File: config.mk
export PLATFORM = sky130hd
export DESIGN_NAME = fp_compare_pipe_flat
export DESIGN_NICKNAME = d
export VERILOG_FILES = /design/src/rtl/fp_compare_pipe_if.sv /design/src/rtl/fp_compare_pipe.sv /design/src/flat_wrapper.sv
export SDC_FILE = /design/constraint.sdc
export NUM_CORES = 1
export LEC_CHECK = 0
export CAP_MARGIN = 20
export CORE_MARGIN = 10
export CORE_UTILIZATION = 33
export DETAILED_ROUTE_END_ITERATION = 6
export HOLD_SLACK_MARGIN = 0.06
export PLACE_DENSITY_LB_ADDON = 0.2
export RECOVER_POWER = 50
export SLEW_MARGIN = 20
export SYNTH_ARGS = -nofsm -noshare
export SYNTH_HDL_FRONTEND = slang
export SYNTH_SLANG_ARGS = --single-unit
File: constraint.sdc
create_clock -name clk -period 4.5 [get_ports clk]
set_input_delay 0.9 -clock clk [delete_from_list [all_inputs] [get_ports clk]]
set_output_delay 0.9 -clock clk [all_outputs]
set_load 0.05 [all_outputs]
File: src/rtl/fp_compare_pipe_if.sv
// fp_compare_pipe_if: issue/writeback bundle for the DLFloat compare unit.
//
// Handshake contract:
//   - An operation transfers on the rising edge where in_valid && in_ready.
//   - A result transfers on the rising edge where out_valid && out_ready.
//   - A producer holding valid must keep its payload stable until the
//     transfer happens.
//
// Signals:
//   in_valid/in_ready  : operation handshake
//   opcode             : 000 LT, 001 GT, 010 EQ, 011 LE, 100 GE, 101 NE, 110 MIN, 111 MAX
//   a, b               : packed operands, lane i at [i*W +: W]
//   out_valid/out_ready: result handshake
//   result             : packed per-lane result
//
// Modports:
//   master : the issuing side (drives operands, consumes results)
//   slave  : the compare unit
interface fp_compare_pipe_if #(
    parameter int LANES = 1,
    parameter int W     = 16
);
    logic                 in_valid;
    logic                 in_ready;
    logic [2:0]           opcode;
    logic [LANES*W-1:0]   a;
    logic [LANES*W-1:0]   b;
    logic                 out_valid;
    logic                 out_ready;
    logic [LANES*W-1:0]   result;

    modport master (
        output in_valid, opcode, a, b, out_ready,
        input  in_ready, out_valid, result
    );

    modport slave (
        input  in_valid, opcode, a, b, out_ready,
        output in_ready, out_valid, result
    );
endinterface

File: src/rtl/fp_compare_pipe.sv
// fp_compare_pipe: multi-lane DLFloat compare / MIN / MAX unit, two-stage
// valid/ready pipeline with a sticky invalid (NaN) flag.
//
// Ports:
//   clk      : rising-edge clock
//   rst_n    : asynchronous active-low reset
//   bus      : fp_compare_pipe_if.slave (operands, opcode, result handshake)
//   flag_nv  : sticky flag, set when an operation with a NaN operand in any
//              lane enters the output stage
//   flag_clr : synchronous clear of flag_nv (a simultaneous set wins)
//
// Format: sign, EXP_W exponent bits, MAN_W mantissa bits. NaN has exponent
// and mantissa all ones; zero has both fields zero; no subnormals. The
// interface instance must be sized with W = 1 + EXP_W + MAN_W.
module fp_compare_pipe #(
    parameter int EXP_W = 6,
    parameter int MAN_W = 9,
    parameter int LANES = 1
) (
    input  logic                clk,
    input  logic                rst_n,
    fp_compare_pipe_if.slave    bus,
    output logic                flag_nv,
    input  logic                flag_clr
);
    localparam int W = 1 + EXP_W + MAN_W;

    typedef enum logic [2:0] {
        OP_LT  = 3'b000,
        OP_GT  = 3'b001,
        OP_EQ  = 3'b010,
        OP_LE  = 3'b011,
        OP_GE  = 3'b100,
        OP_NE  = 3'b101,
        OP_MIN = 3'b110,
        OP_MAX = 3'b111
    } op_e;

    localparam logic [W-1:0] CANON_NAN = {1'b0, {(W-1){1'b1}}};

    // One global advance for both stages: everything moves or everything holds.
    logic adv;
    assign adv          = !bus.out_valid || bus.out_ready;
    assign bus.in_ready = adv;

    // ---------------- stage 1: lane decode ----------------
    logic [LANES-1:0] d_a_nan, d_b_nan, d_a_zero, d_b_zero, d_mag_lt, d_mag_eq;

    always_comb begin
        d_a_nan  = '0;
        d_b_nan  = '0;
        d_a_zero = '0;
        d_b_zero = '0;
        d_mag_lt = '0;
        d_mag_eq = '0;
        for (int i = 0; i < LANES; i++) begin
            // {exp,man} is the magnitude; NaN is the all-ones magnitude.
            d_a_nan[i]  = &bus.a[i*W +: W-1];
            d_b_nan[i]  = &bus.b[i*W +: W-1];
            d_a_zero[i] = ~|bus.a[i*W +: W-1];
            d_b_zero[i] = ~|bus.b[i*W +: W-1];
            d_mag_lt[i] = bus.a[i*W +: W-1] <  bus.b[i*W +: W-1];
            d_mag_eq[i] = bus.a[i*W +: W-1] == bus.b[i*W +: W-1];
        end
    end

    logic               s1_valid;
    op_e                s1_op;
    logic [LANES*W-1:0] s1_a, s1_b;
    logic [LANES-1:0]   s1_a_nan, s1_b_nan, s1_a_zero, s1_b_zero, s1_mag_lt, s1_mag_eq;

    // ---------------- stage 2: final select ----------------
    logic [LANES*W-1:0] nxt_result;
    logic               nxt_nan;
    logic [W-1:0]       la, lb, lane;
    logic               lt, eq, zz, nan_l, sa, sb;

    always_comb begin
        nxt_result = '0;
        nxt_nan    = 1'b0;
        la         = '0;
        lb         = '0;
        lane       = '0;
        lt         = 1'b0;
        eq         = 1'b0;
        zz         = 1'b0;
        nan_l      = 1'b0;
        sa         = 1'b0;
        sb         = 1'b0;
        for (int i = 0; i < LANES; i++) begin
            la    = s1_a[i*W +: W];
            lb    = s1_b[i*W +: W];
            sa    = la[W-1];
            sb    = lb[W-1];
            nan_l = s1_a_nan[i] | s1_b_nan[i];
            zz    = s1_a_zero[i] & s1_b_zero[i];

            // a < b ignoring NaN; +0/-0 are equal, negatives reverse magnitude.
            if (zz)
                lt = 1'b0;
            else if (sa != sb)
                lt = sa;
            else if (!sa)
                lt = s1_mag_lt[i];
            else
                lt = !s1_mag_lt[i] && !s1_mag_eq[i];
            eq = zz || ((sa == sb) && s1_mag_eq[i]);

            case (s1_op)
                OP_LT:   lane = {W{!nan_l && lt}};
                OP_GT:   lane = {W{!nan_l && !lt && !eq}};
                OP_EQ:   lane = {W{!nan_l && eq}};
                OP_LE:   lane = {W{!nan_l && (lt || eq)}};
                OP_GE:   lane = {W{!nan_l && !lt}};
                OP_NE:   lane = {W{nan_l || !eq}};
                OP_MIN: begin
                    if (s1_a_nan[i] && s1_b_nan[i]) lane = CANON_NAN;
                    else if (s1_a_nan[i])           lane = lb;
                    else if (s1_b_nan[i])           lane = la;
                    else if (zz)                    lane = (sb && !sa) ? lb : la;
                    else                            lane = (lt || eq) ? la : lb;
                end
                OP_MAX: begin
                    if (s1_a_nan[i] && s1_b_nan[i]) lane = CANON_NAN;
                    else if (s1_a_nan[i])           lane = lb;
                    else if (s1_b_nan[i])           lane = la;
                    else if (zz)                    lane = (sa && !sb) ? lb : la;
                    else                            lane = !lt ? la : lb;
                end
                default: lane = '0;
            endcase
            nxt_result[i*W +: W] = lane;
            nxt_nan              = nxt_nan | nan_l;
        end
    end

    always_ff @(posedge clk or negedge rst_n) begin
        if (!rst_n) begin
            s1_valid      <= 1'b0;
            s1_op         <= OP_LT;
            s1_a          <= '0;
            s1_b          <= '0;
            s1_a_nan      <= '0;
            s1_b_nan      <= '0;
            s1_a_zero     <= '0;
            s1_b_zero     <= '0;
            s1_mag_lt     <= '0;
            s1_mag_eq     <= '0;
            bus.out_valid <= 1'b0;
            bus.result    <= '0;
            flag_nv       <= 1'b0;
        end else begin
            if (adv) begin
                s1_valid <= bus.in_valid;
                // Operands and opcode are captured only on accept.
                if (bus.in_valid) begin
                    s1_op     <= op_e'(bus.opcode);
                    s1_a      <= bus.a;
                    s1_b      <= bus.b;
                    s1_a_nan  <= d_a_nan;
                    s1_b_nan  <= d_b_nan;
                    s1_a_zero <= d_a_zero;
                    s1_b_zero <= d_b_zero;
                    s1_mag_lt <= d_mag_lt;
                    s1_mag_eq <= d_mag_eq;
                end
                bus.out_valid <= s1_valid;
                if (s1_valid)
                    bus.result <= nxt_result;
            end
            if (adv && s1_valid && nxt_nan)
                flag_nv <= 1'b1;
            else if (flag_clr)
                flag_nv <= 1'b0;
        end
    end
endmodule

File: src/flat_wrapper.sv
// flat-port wrapper written by rule: the top's interface ports become plain ports
module fp_compare_pipe_flat 
#(
    parameter int EXP_W = 6,
    parameter int MAN_W = 9,
    parameter int LANES = 1
)
  (clk, rst_n, flag_nv, flag_clr, bus_in_valid, bus_opcode, bus_a, bus_b, bus_out_ready, bus_in_ready, bus_out_valid, bus_result);
  fp_compare_pipe_if #(.LANES(LANES), .W(16)) bus_i ();
  input  logic clk;
  input  logic rst_n;
  output logic flag_nv;
  input  logic flag_clr;
  input wire logic [$bits(bus_i.in_valid)-1:0] bus_in_valid;
  input wire logic [$bits(bus_i.opcode)-1:0] bus_opcode;
  input wire logic [$bits(bus_i.a)-1:0] bus_a;
  input wire logic [$bits(bus_i.b)-1:0] bus_b;
  input wire logic [$bits(bus_i.out_ready)-1:0] bus_out_ready;
  output wire logic [$bits(bus_i.in_ready)-1:0] bus_in_ready;
  output wire logic [$bits(bus_i.out_valid)-1:0] bus_out_valid;
  output wire logic [$bits(bus_i.result)-1:0] bus_result;
  assign bus_i.in_valid = bus_in_valid;
  assign bus_i.opcode = bus_opcode;
  assign bus_i.a = bus_a;
  assign bus_i.b = bus_b;
  assign bus_i.out_ready = bus_out_ready;
  assign bus_in_ready = bus_i.in_ready;
  assign bus_out_valid = bus_i.out_valid;
  assign bus_result = bus_i.result;
  fp_compare_pipe #(.EXP_W(EXP_W), .MAN_W(MAN_W), .LANES(LANES)) u_core (.clk(clk), .rst_n(rst_n), .bus(bus_i), .flag_nv(flag_nv), .flag_clr(flag_clr));
endmodule
# Word-level counts from Yosys, hierarchy flattened

Cells that the tools add are included.

Register bits after elaboration: 60
Input port bits: 40
Output and inout bits: 19
Word-level logic and storage cells: 78

Order comparisons: 1
Equal/unequal tests: 10
Muxes and demuxes: 18
Bitwise gates (word level): 2
Reductions and logical operators: 34

Operators with widths:

| cell                 | count |
|---|---|
| $mux W16             | 12 |
| $pmux W16 S8         | 1 |
| $reduce_and A15 Y1   | 2 |
| $reduce_or A15 Y1    | 2 |
| $eq A15 B15 Y1       | 1 |
| $lt A15 B15 Y1       | 1 |
| $eq A3 B3 Y1 const B | 4 |
| $logic_and A1 B1 Y1  | 12 |
| $logic_not A1 Y1     | 10 |
| $eq A3 B2 Y1 const B | 2 |
| $mux W1              | 5 |
| $logic_or A1 B1 Y1   | 4 |
| $reduce_and A2 Y1    | 2 |
| $eq A3 B1 Y1 const B | 1 |
| $logic_not A3 Y1     | 1 |
| $reduce_bool A2 Y1   | 1 |
| $and A1 B1 Y1        | 1 |
| $eq A1 B1 Y1         | 1 |
| $ne A1 B1 Y1         | 1 |
| $or A1 B1 Y1         | 1 |

# Longest topological paths before layout

Word-level depth: 12
Mapped depth: 10
Mapped depth without buffers: 7

# Worst setup path after synthesis

Ideal clock, no wire load.

Path type: input port to flip-flop
From: input bus_out_ready
To: register u_core.bus.result[4]
Setup time: 0.148 ns
Data arrival time: 2.383 ns
Required time: 4.352 ns
Slack: 1.969 ns
Stages on the path: 8
Buffers on the path: 3
Cells stage by stage: nand2b_1 > buf_2 > and2_1 > buf_2 > o311ai_4 > a311oi_4 > buf_6 > a311oi_2

Cells in the longest elaborated chain, start to end: 2

Ends and longest elaborated chain:

| element                            | line                     | text |
|---|---|---|
| start, declared                    | flat_wrapper.sv:18       | `input wire logic [$bits(bus_i.out_ready)-1:0] bus_out_ready;` |
| $logic_or A1 B1 Y1                 | fp_compare_pipe.sv:43    | `assign adv = !bus.out_valid \|\| bus.out_ready;` |
| via bus_in_ready                   | flat_wrapper.sv:19       | `output wire logic [$bits(bus_i.in_ready)-1:0] bus_in_ready;` |
| $reduce_and A2 Y1 (no source line) | n/a                      |  |
| end signal, assigned               | fp_compare_pipe.sv:169   | `bus.result <= nxt_result;` |
| end, declared                      | fp_compare_pipe_if.sv:39 | `output in_ready, out_valid, result` |

The timed path passes the listed nets, and every way through them passes these cells.
A chain may end at the register's enable or synchronous reset.

# Worst setup path in the final report

From: input bus_out_ready
To: output bus_in_ready

Cells in the longest elaborated chain, start to end: 1

Ends and longest elaborated chain:

| element            | line |
|---|---|
| $logic_or A1 B1 Y1 | fp_compare_pipe.sv:43 |
| end, declared      | flat_wrapper.sv:19 |

No other way between the ends.

==> flow_summary.json <==
{
  "cts_root_buf": "clkbuf_16",
  "num_vias": 3630,
  "die_h_um": 133.0,
  "yosys-top-cells-area": "dfrtp_1 36%, mux2_2 11%, ha_1 5.6%",
  "path_cells": "dlygate4sd3_1 -> nand2b_1 -> clkdlybuf4s50_1",
  "grt_first_pass_wirelength_mm": 19.58,
  "stdcell_count": 665,
  "violations": "capacitance limit, slew limit",
  "max_stage_delay_ns": 0.84,
  "async_flop_share_pct": 100.0,
  "area_growth_pct": 22.43,
  "rows": 41,
  "crit_family": "buffers and inverters",
  "multi_input_area_um2": 2462,
  "synth_edf_count": 0,
  "setup_violations": 0,
  "fmax_mhz": 298.4,
  "clock_sinks": 60,
  "cts_buffers": 9,
  "cap_violations": 1,
  "cts_tree": "done",
  "worstPathMaxFanout": 6,
  "die_w_um": 133.0,
  "r2r-end": "u_core.bus.result[11]",
  "synth_top_cell_area_share_pct": 35.65,
  "worstMarginPinSlew_ns": 1.868,
  "crit_path_end_kind": "output port",
  "hpwl_mm": 9.072,
  "gp_congestion": 0.7967,
  "syn_area_um2": 4212,
  "htreeDepth": 3,
  "clk_latency_ns": 0.33,
  "hold_path_class": "reg2reg",
  "ir_drop_mv": 0.1470,
  "clockBufferDepth": 2,
  "wl_per_cell_um": 17.93,
  "synth-seq-area-share_pct": 35.65,
  "yosysUniqueCellTypes": 52,
  "cp.arrival_ns": 2.45,
  "tns_ns": 0,
  "coreArea_um2": 12570,
  "p_per_area_nw_per_um2": 489.8,
  "vias_per_cell": 5.459,
  "worstReg2RegStart": "u_core.la[15]",
  "path_buf_inv": 2,
  "fill_cells": 1246,
  "drcViolationCount": 0,
  "postCtsSetupBuffers": 0,
  "hold_viol_final": 0,
  "r2r_cells": 7,
  "reg2reg_slack_ns": 1.25,
  "holdPathEnd": "u_core.bus.out_valid",
  "worstPathRequired_ns": 3.60,
  "synth_ff_type": "dfrtp_1",
  "dp_cells": 652,
  "grt_max_degree": 44,
  "min_from": "u_core.s1_valid",
  "initial_core_util_pct": 33.51,
  "clk_pin_slew_ns": 0.05,
  "overflow": 0,
  "finClkSkew_ns": 0.006714,
  "nets": 550,
  "cts-resized-gates": 0,
  "min_period_ns": 3.351,
  "crit_slowest_cell": "clkdlybuf4s50_1",
  "grt.total_usage_pct": 13.62,
  "syn_inst": 449,
  "boundaryPins": 59,
  "drive_above_1_share_pct": 16.84,
  "drt_iter0_drc": 334,
  "first_pass_iters": 5,
  "worst_setup_path_start_kind": "input port",
  "status": "finished, violations left",
  "min_path_cells": 2,
  "ant_nets": 0,
  "synth_area_leader_cell": "dfrtp_1",
  "postCtsHoldBufs": 0,
  "p_leak_nw": 1.968,
  "first_global_vias": 3553,
  "seqCellArea_um2": 1501,
  "dieArea_um2": 17680,
  "slew_violations": 37,
  "slew_headroom_pct": -24.52,
  "min_period_over_period_pct": 74.47,
  "rsz0062_at_grt": "no",
  "ys_ff_latch": 60,
  "port-buffer-count": 58,
  "crit_type": "in2out",
  "synth-warning-count": 0,
  "syn_nets": 508,
  "routed_wl_mm": 11.92,
  "antenna_found_initial": 0,
  "syn-mean-instance-area_um2": 9.380,
  "antenna_cells": 0
}
## where the power goes
group / internal (W) / total (W) / switching [W]
clock: 0.000431 / 0.000663 / 0.000231
sequential: 0.000670 / 0.000801 / 0.000131
combinational: 0.000426 / 0.00106 / 0.000635
total: 0.00153 / 0.00253 / 0.000998
## metal layers
layer	wire length [um]	vias up	track usage, %
li1	-	1774	-
met1	5755	1745	19.08
met2	5394	105	19.98
met3	690	6	3.217
met4	82	0	4.462
met5	0	-	0
## cell type report
| cell class | count | area share, % |
|---|---|---|
| clock inverters | 3 | 0.7765 |
| inverters | 21 | 1.529 |
| well taps | 172 | 4.174 |
| clock buffers | 10 | 4.635 |
| multi-input cells | 335 | 47.76 |
| flip-flops and latches | 60 | 29.12 |
| repair buffers | 64 | 12.01 |
## layout by cell type, fill, tap and decap left out, types with 3 or more instances in the layout
cell type,instances
a21oi_1,36
a221oi_1,15
a311oi_1,5
a311oi_2,10
a31oi_1,15
and2_1,3
buf_4,4
clkbuf_16,9
clkdlybuf4s50_1,56
dfrtp_1,60
ha_1,19
inv_1,20
mux2_1,9
mux2_2,41
nand2_1,58
nand2b_1,5
nand3_1,3
nand4_1,10
nor2_1,20
nor2b_1,3
nor3_1,3
nor4_1,7
o21ai_0,38
## state kept, by name (all words and copies together) (netlist names)
name and cells:
u_core.la 16, u_core.s1_mag_lt 1, u_core.bus.result 16, u_core.s1_a_nan 1
u_core.s1_op 3, u_core.lb 16, u_core.s1_valid 1, u_core.bus.out_valid 1
u_core.s1_b_zero 1, u_core.s1_b_nan 1, u_core.flag_nv 1, u_core.s1_a_zero 1
u_core.s1_mag_eq 1
## Yosys cell counts, types with 3 or more instances
cell,count
dfrtp_1,60
buf_6,5
a21oi_1,36
nand3_1,3
a221oi_1,15
nor2_1,20
a31oi_1,15
o21ai_0,38
nor2b_1,3
and2_1,3
a311oi_1,5
inv_1,20
ha_1,19
a311oi_2,10
nor4_1,7
buf_2,7
nand2b_1,5
mux2_2,41
nand2_1,58
nor3_1,3
clkbuf_1,19
mux2_1,9
nand4_1,10
## tightest hold or removal path, cell delays in order (launching register included)
cell	delay (ns)
dfrtp_1	0.35
inv_1	0.06
nand2_1	0.05
## cells by family after synthesis
family	Yosys count	share of synthesized area (%)
adders and majority gates	19	5.645
buffers and inverters	54	6.090
muxes	51	13.73
and+or+nand+nor	123	14.23
AOI/OAI and AO/OA	142	24.66
DFF	60	35.65
## worst max-delay path by stage
| stage | cells past startpoint | slack, ns | startpoint | endpoint |
|---|---|---|---|---|
| 3_5_place_dp | 6 | 0.86 | bus_out_ready | u_core.bus.result[11] |
| 5_1_grt | 2 | 0.65 | rst_n | u_core.la[12] |
| 3_3_place_gp | 6 | 0.93 | bus_out_ready | u_core.bus.result[11] |
| 6_report | 3 | 1.15 | bus_out_ready | bus_in_ready |
| 4_1_cts | 3 | 1.19 | bus_out_ready | bus_in_ready |
| 2_1_floorplan | 8 | 1.97 | bus_out_ready | u_core.bus.result[4] |
## through the flow
step / util [%] / total power, W / cell area [um^2] / worst slack (ns) / hold WS [ns]
2_1_floorplan: - / 0.001548 / 4212 / 1.969 / 0.4507
3_3_place_gp: 38.78 / 0.001851 / 4873 / 0.9260 / 0.4793
3_5_place_dp: 38.87 / 0.001880 / 4885 / 0.8598 / 0.4791
4_1_cts: 41.09 / 0.002551 / 5164 / 1.187 / 0.4909
5_1_grt: 41.03 / 0.002667 / 5156 / 0.6519 / 0.5486
6_report: 41.03 / 0.002525 / 5156 / 1.149 / 0.4917
Note: power is estimated with default switching activity, not from simulation.
==> edit 1 (same settings) <==
Put one more register stage on the output `flag_nv`, cleared by the reset. The value now appears one clock later. The other outputs are not delayed to match.
--- a/src/rtl/fp_compare_pipe.sv
+++ b/src/rtl/fp_compare_pipe.sv
@@ -38,4 +38,6 @@
 
     localparam logic [W-1:0] CANON_NAN = {1'b0, {(W-1){1'b1}}};
+
+    logic flag_nv_s0;
 
     // One global advance for both stages: everything moves or everything holds.
@@ -149,5 +151,5 @@
             bus.out_valid <= 1'b0;
             bus.result    <= '0;
-            flag_nv       <= 1'b0;
+            flag_nv_s0    <= 1'b0;
         end else begin
             if (adv) begin
@@ -170,9 +172,17 @@
             end
             if (adv && s1_valid && nxt_nan)
-                flag_nv <= 1'b1;
+                flag_nv_s0 <= 1'b1;
             else if (flag_clr)
-                flag_nv <= 1'b0;
+                flag_nv_s0 <= 1'b0;
         end
     end
+    always_ff @(posedge clk or negedge rst_n) begin
+        if (!rst_n) begin
+            flag_nv <= '0;
+        end else begin
+            flag_nv <= flag_nv_s0;
+        end
+    end
+
 endmodule
 
Behaviour: not the same (Yosys sat finds a counterexample within 4 cycles, from zero or initial values and one cycle with rst_n low).
==> edit 1 against the original RTL <==
Cell count increased by 0.45%. Sequential cell count increased by 1. Power increased by 1.2%. Worst setup slack got worse by 0.020 ns. The run still ends with capacitance limit, slew limit left. Hold slack got worse by 0.12 ns. Highest routed layer unchanged. Largest power group unchanged. Synthesized area increased by 0.59%. Wire length increased by 0.27%. Final area increased by 0.92%. Register-to-register slack improved by 0.02 ns.
==> edit 1: results (changes against the original RTL) <==
[timing]
maxSlewViolCount=62  ; +68%
fin_skew_ns=0.00401  ; -0.00271 ns
relSlewSlack_pct=-1.03  ; +23 points

[place]
placed_area_mm2=0.00491  ; +0.44%
place_ws_ns=0.885  ; +0.0248 ns
gp_congestion=0.839  ; +5.3%
hpwlAfterDp_um=8970  ; -1.1%

[clocking]
cts_buffers=9  ; unchanged
cts_max_path_buffers=2  ; unchanged
postCtsSetupRepairBufs=0  ; unchanged

[synth]
ys_seq_area_share_pct=36.0  ; +0.38 points
synthTopCellsByCount=61 x dfrtp_1, 58 x nand2_1, 41 x mux2_2
synth_area_leaders=dfrtp_1 36%, mux2_2 11%, ha_1 5.6%
synth_nets=509  ; +0.20%

[route]
wl_per_cell_um=17.9  ; -0.18%
drt_iter0_drc=304  ; -9.0%
vias=3643  ; +0.36%

[run]
drv_cap=1  ; unchanged

[power_and_ir_drop]
p_switching_mw=1.01  ; +1.2%
max-vdd-ir-drop_v=0.000223  ; +52%
leakagePower_nw=2.00  ; +1.6%

[grt]
grt_pass1_wl_um=19800  ; +1.2%
grt_use_total_pct=13.6  ; -0.023 points
grt_max_degree=62  ; +41%
grt_pass1_vias=3654  ; +2.8%

[worst_setup_path]
worst_r2r_endpoint=u_core.bus.result[13]$_DFFE_PN0P_
crit_start=bus_out_ready
arrival_ns=2.47  ; +0.02 ns
worst-r2r-setup-slack_ns=1.27  ; +0.02 ns

[outcome]
outcome=complete, but fails checks
violations=capacitance limit, slew limit

[hold_path]
min_to=u_core.flag_nv$_DFF_PN0_
hold_start=u_core.flag_nv_s0$_DFFE_PN0P_
min_path_cells=0  ; -2

[layout]
num-nets-final=551  ; +0.18%
final_layout_size_suffix_gt1_share_pct=17.7  ; +0.91 points
filler_cell_count=1265  ; +1.5%

-- edit 1: kinds of logic (layout without fill, tap and decap cells) --
group,count (synthesis),after routing,synth area share [%]
AOI/OAI and AO/OA,142,142,24.5
adders and majority gates,19,19,5.61
buffers and inverters,54,100,6.05
DFF,61,61,36.0
muxes,51,51,13.6
and+or+nand+nor,123,123,14.1
-- edit 1: cell type report --
class                      count  area share [%]
clock inverter                 4           0.914
sequential                    61            29.3
clock buffer                  11            4.86
inverter                      21            1.51
multi-input combinational    335            47.4
timing repair buffer          64            11.9
tap                          172            4.14
-- edit 1: power by group through the flow --
stage,Clock [mW],Combinational [mW],Sequential [mW]
floorplan,0,0.521,1.04
global placement,0,1.05,0.810
detailed placement,0,1.06,0.821
CTS,0.712,1.07,0.812
global route,0.738,1.13,0.832
finish,0.697,1.05,0.810
-- edit 1: metrics by stage --
| step | utilization [%] | cells | power (mW) | hold WS (ns) |
|---|---|---|---|---|
| floorplan | - | 450 | 1.56 | 0.354 |
| global placement | 38.9 | 653 | 1.86 | 0.363 |
| detailed placement | 38.9 | 653 | 1.89 | 0.364 |
| CTS | 41.3 | 668 | 2.59 | 0.377 |
| global route | 41.2 | 668 | 2.70 | 0.386 |
| finish | 41.2 | 668 | 2.56 | 0.374 |
-- edit 1: worst reg2reg max path, delay by kind of cell (launching register included) --
kind                       cells  cell delay [ns]
AOI/OAI and AO/OA              4             1.72
buffers and inverters          1             0.15
DFF                            1             0.58
and+or+nand+nor                1             0.23
adders and majority gates      1             0.38
-- edit 1: routing by layer --
metal | GRT usage (%) | routed length [µm]
met5 | 0 | 0
met4 | 5.86 | 210
met2 | 20.0 | 5310
met3 | 2.56 | 650
met1 | 18.9 | 5780
==> edit 2 (same settings) <==
Without the edit above. Make the reset (`rst_n`) synchronous in one clocked block. Comments in the files are not updated.
--- a/src/rtl/fp_compare_pipe.sv
+++ b/src/rtl/fp_compare_pipe.sv
@@ -135,5 +135,5 @@
     end
 
-    always_ff @(posedge clk or negedge rst_n) begin
+    always_ff @(posedge clk) begin
         if (!rst_n) begin
             s1_valid      <= 1'b0;
Function: differs if rst_n is asserted again (counterexample within 4 cycles, from zero or initial values and one cycle with rst_n low); with rst_n held inactive, the same outputs for 4 cycles.
==> edit 2 against the original RTL <==
The flow still finishes with violations (capacitance limit, slew limit). Synthesized area decreased by 13%. Synthesized cell count up 6.7%. Core utilization is 0.30 points higher. Worst setup slack worse by 0.062 ns. Final area decreased by 13%. Sequential cell count stayed put. Clock skew down 0.0024 ns. Critical path depth up 5. Wire length shrank 8.6%. Critical path type is now input port to flip-flop. Highest routed layer unchanged.
Power is not compared: it rests on default switching activity, and its combinational part moved more than twofold at a synthesized area within 25%.
==> edit 2: results (changes against the original RTL) <==
[grt]
grt_pass1_vias=3405  ; -4.2%
grt_max_degree=48  ; +9.1%
grt_pass1_wl_um=17800  ; -9.0%

[synth]
synthTopCellsByCount=121 x nand2_1, 60 x dfxtp_1, 40 x a21boi_0
async_reset_ff_share_pct=0  ; -100 points
synth_nets=538  ; +5.9%
synth_cell_types=53  ; +1.9%
synth_area_leaders=dfxtp_1 33%, nand2_1 12%, a21boi_0 8.2%
synth_most_common_cell=nand2_1
syn_inst=479  ; +6.7%
ys.flop_type=dfxtp_1

[clocking]
cts_buffers=9  ; unchanged
clkLatencyLatePin_ns=0.35  ; +0.02 ns
clkTransAtPathRegs_ns=0.07  ; +0.02 ns
root_buffer=clkbuf_8

[timing]
maxSlewViolCount=48  ; +30%
relSlewSlack_pct=-10.5  ; +14 points

[route]
vias_per_cell=5.33  ; -2.4%
drt-pass1-iter-count=4  ; -1
wl_per_cell_um=16.3  ; -9.3%
drt_iter0_drc=199  ; -40%

[worst_setup_path]
arrival_ns=3.71  ; +1.26 ns
worst-path-max-fanout=47  ; +41

[place]
gp_congestion=0.923  ; +16%
hpwlAfterDp_um=8470  ; -6.7%
placed_area_mm2=0.00435  ; -11%

[run]
drv_cap=1  ; unchanged

[layout]
num-nets-final=585  ; +6.4%
final_layout_size_suffix_gt1_share_pct=7.55  ; -9.3 points

[outcome]
violations=capacitance limit, slew limit
outcome=complete, but fails checks

[edit 2: power breakdown]
part           leakage [nW]  switching, mW  internal [mW]
registers             0.493         0.0314          0.565
clock network        0.0779          0.217          0.193
logic                  1.11          0.175          0.116
total                  1.68          0.423          0.874
[edit 2: metal layers]
| metal | vias to the layer above | part of all wire, % | GRT usage, % |
|---|---|---|---|
| li1 | 1796 | - | - |
| met1 | 1647 | 51 | 18.9 |
| met2 | 112 | 42 | 19.9 |
| met3 | 16 | 6.0 | 3.90 |
| met4 | 0 | 1.6 | 4.74 |
| met5 | - | 0 | 0 |
[edit 2: worst paths after layout]
| kind | startpoint | end | slack [ns] | depth (start not counted) |
|---|---|---|---|---|
| setup / recovery | rst_n | u_core.bus.result[13]$_SDFFE_PN0P_ | 1.09 | 8 |
| hold / removal | u_core.s1_op[2]$_SDFFE_PN0P_ | u_core.s1_op[2]$_SDFFE_PN0P_ | 0.49 | 2 |
| setup reg to reg | u_core.la[15]$_SDFFE_PN0P_ | u_core.bus.result[13]$_SDFFE_PN0P_ | 1.89 | 9 |
| hold reg to reg | u_core.s1_op[2]$_SDFFE_PN0P_ | u_core.s1_op[2]$_SDFFE_PN0P_ | 0.49 | 2 |
[edit 2: final cells by class]
cell class | instances | area, µm²
inverters | 23 | 86.3
well taps | 140 | 175
repair buffers | 65 | 629
clock inverters | 5 | 30.0
multi-input cells | 367 | 2250
fillers | 1111 | 6390
flip-flops and latches | 60 | 1200
clock buffers | 10 | 128
[edit 2: cells by family (layout without fill, tap and decap cells)]
group	count (synthesis)	after routing	synth area share (%)
and+or+nand+nor	202	202	24.9
DFF	60	60	32.6
AOI/OAI and AO/OA	145	145	29.5
adders and majority gates	19	19	6.46
muxes	1	1	0.272
buffers and inverters	52	103	6.25
[edit 2: metrics by stage]
stage | setup slack [ns] | hold WS, ns
6_report | 1.09 | 0.493
5_1_grt | 0.808 | 0.523
4_1_cts | 1.25 | 0.497
3_5_place_dp | 1.25 | 0.486
3_3_place_gp | 1.26 | 0.473
2_1_floorplan | 1.93 | 0.438
[edit 2: worst max-delay path: stages]
cell	delay (ns)
dlygate4sd3_1	0.52
clkbuf_1	1.19
nand4_1	0.16
mux2i_1	0.24
a21oi_2	0.05
buf_4	0.27
nor3_1	0.20
o211a_1	0.17
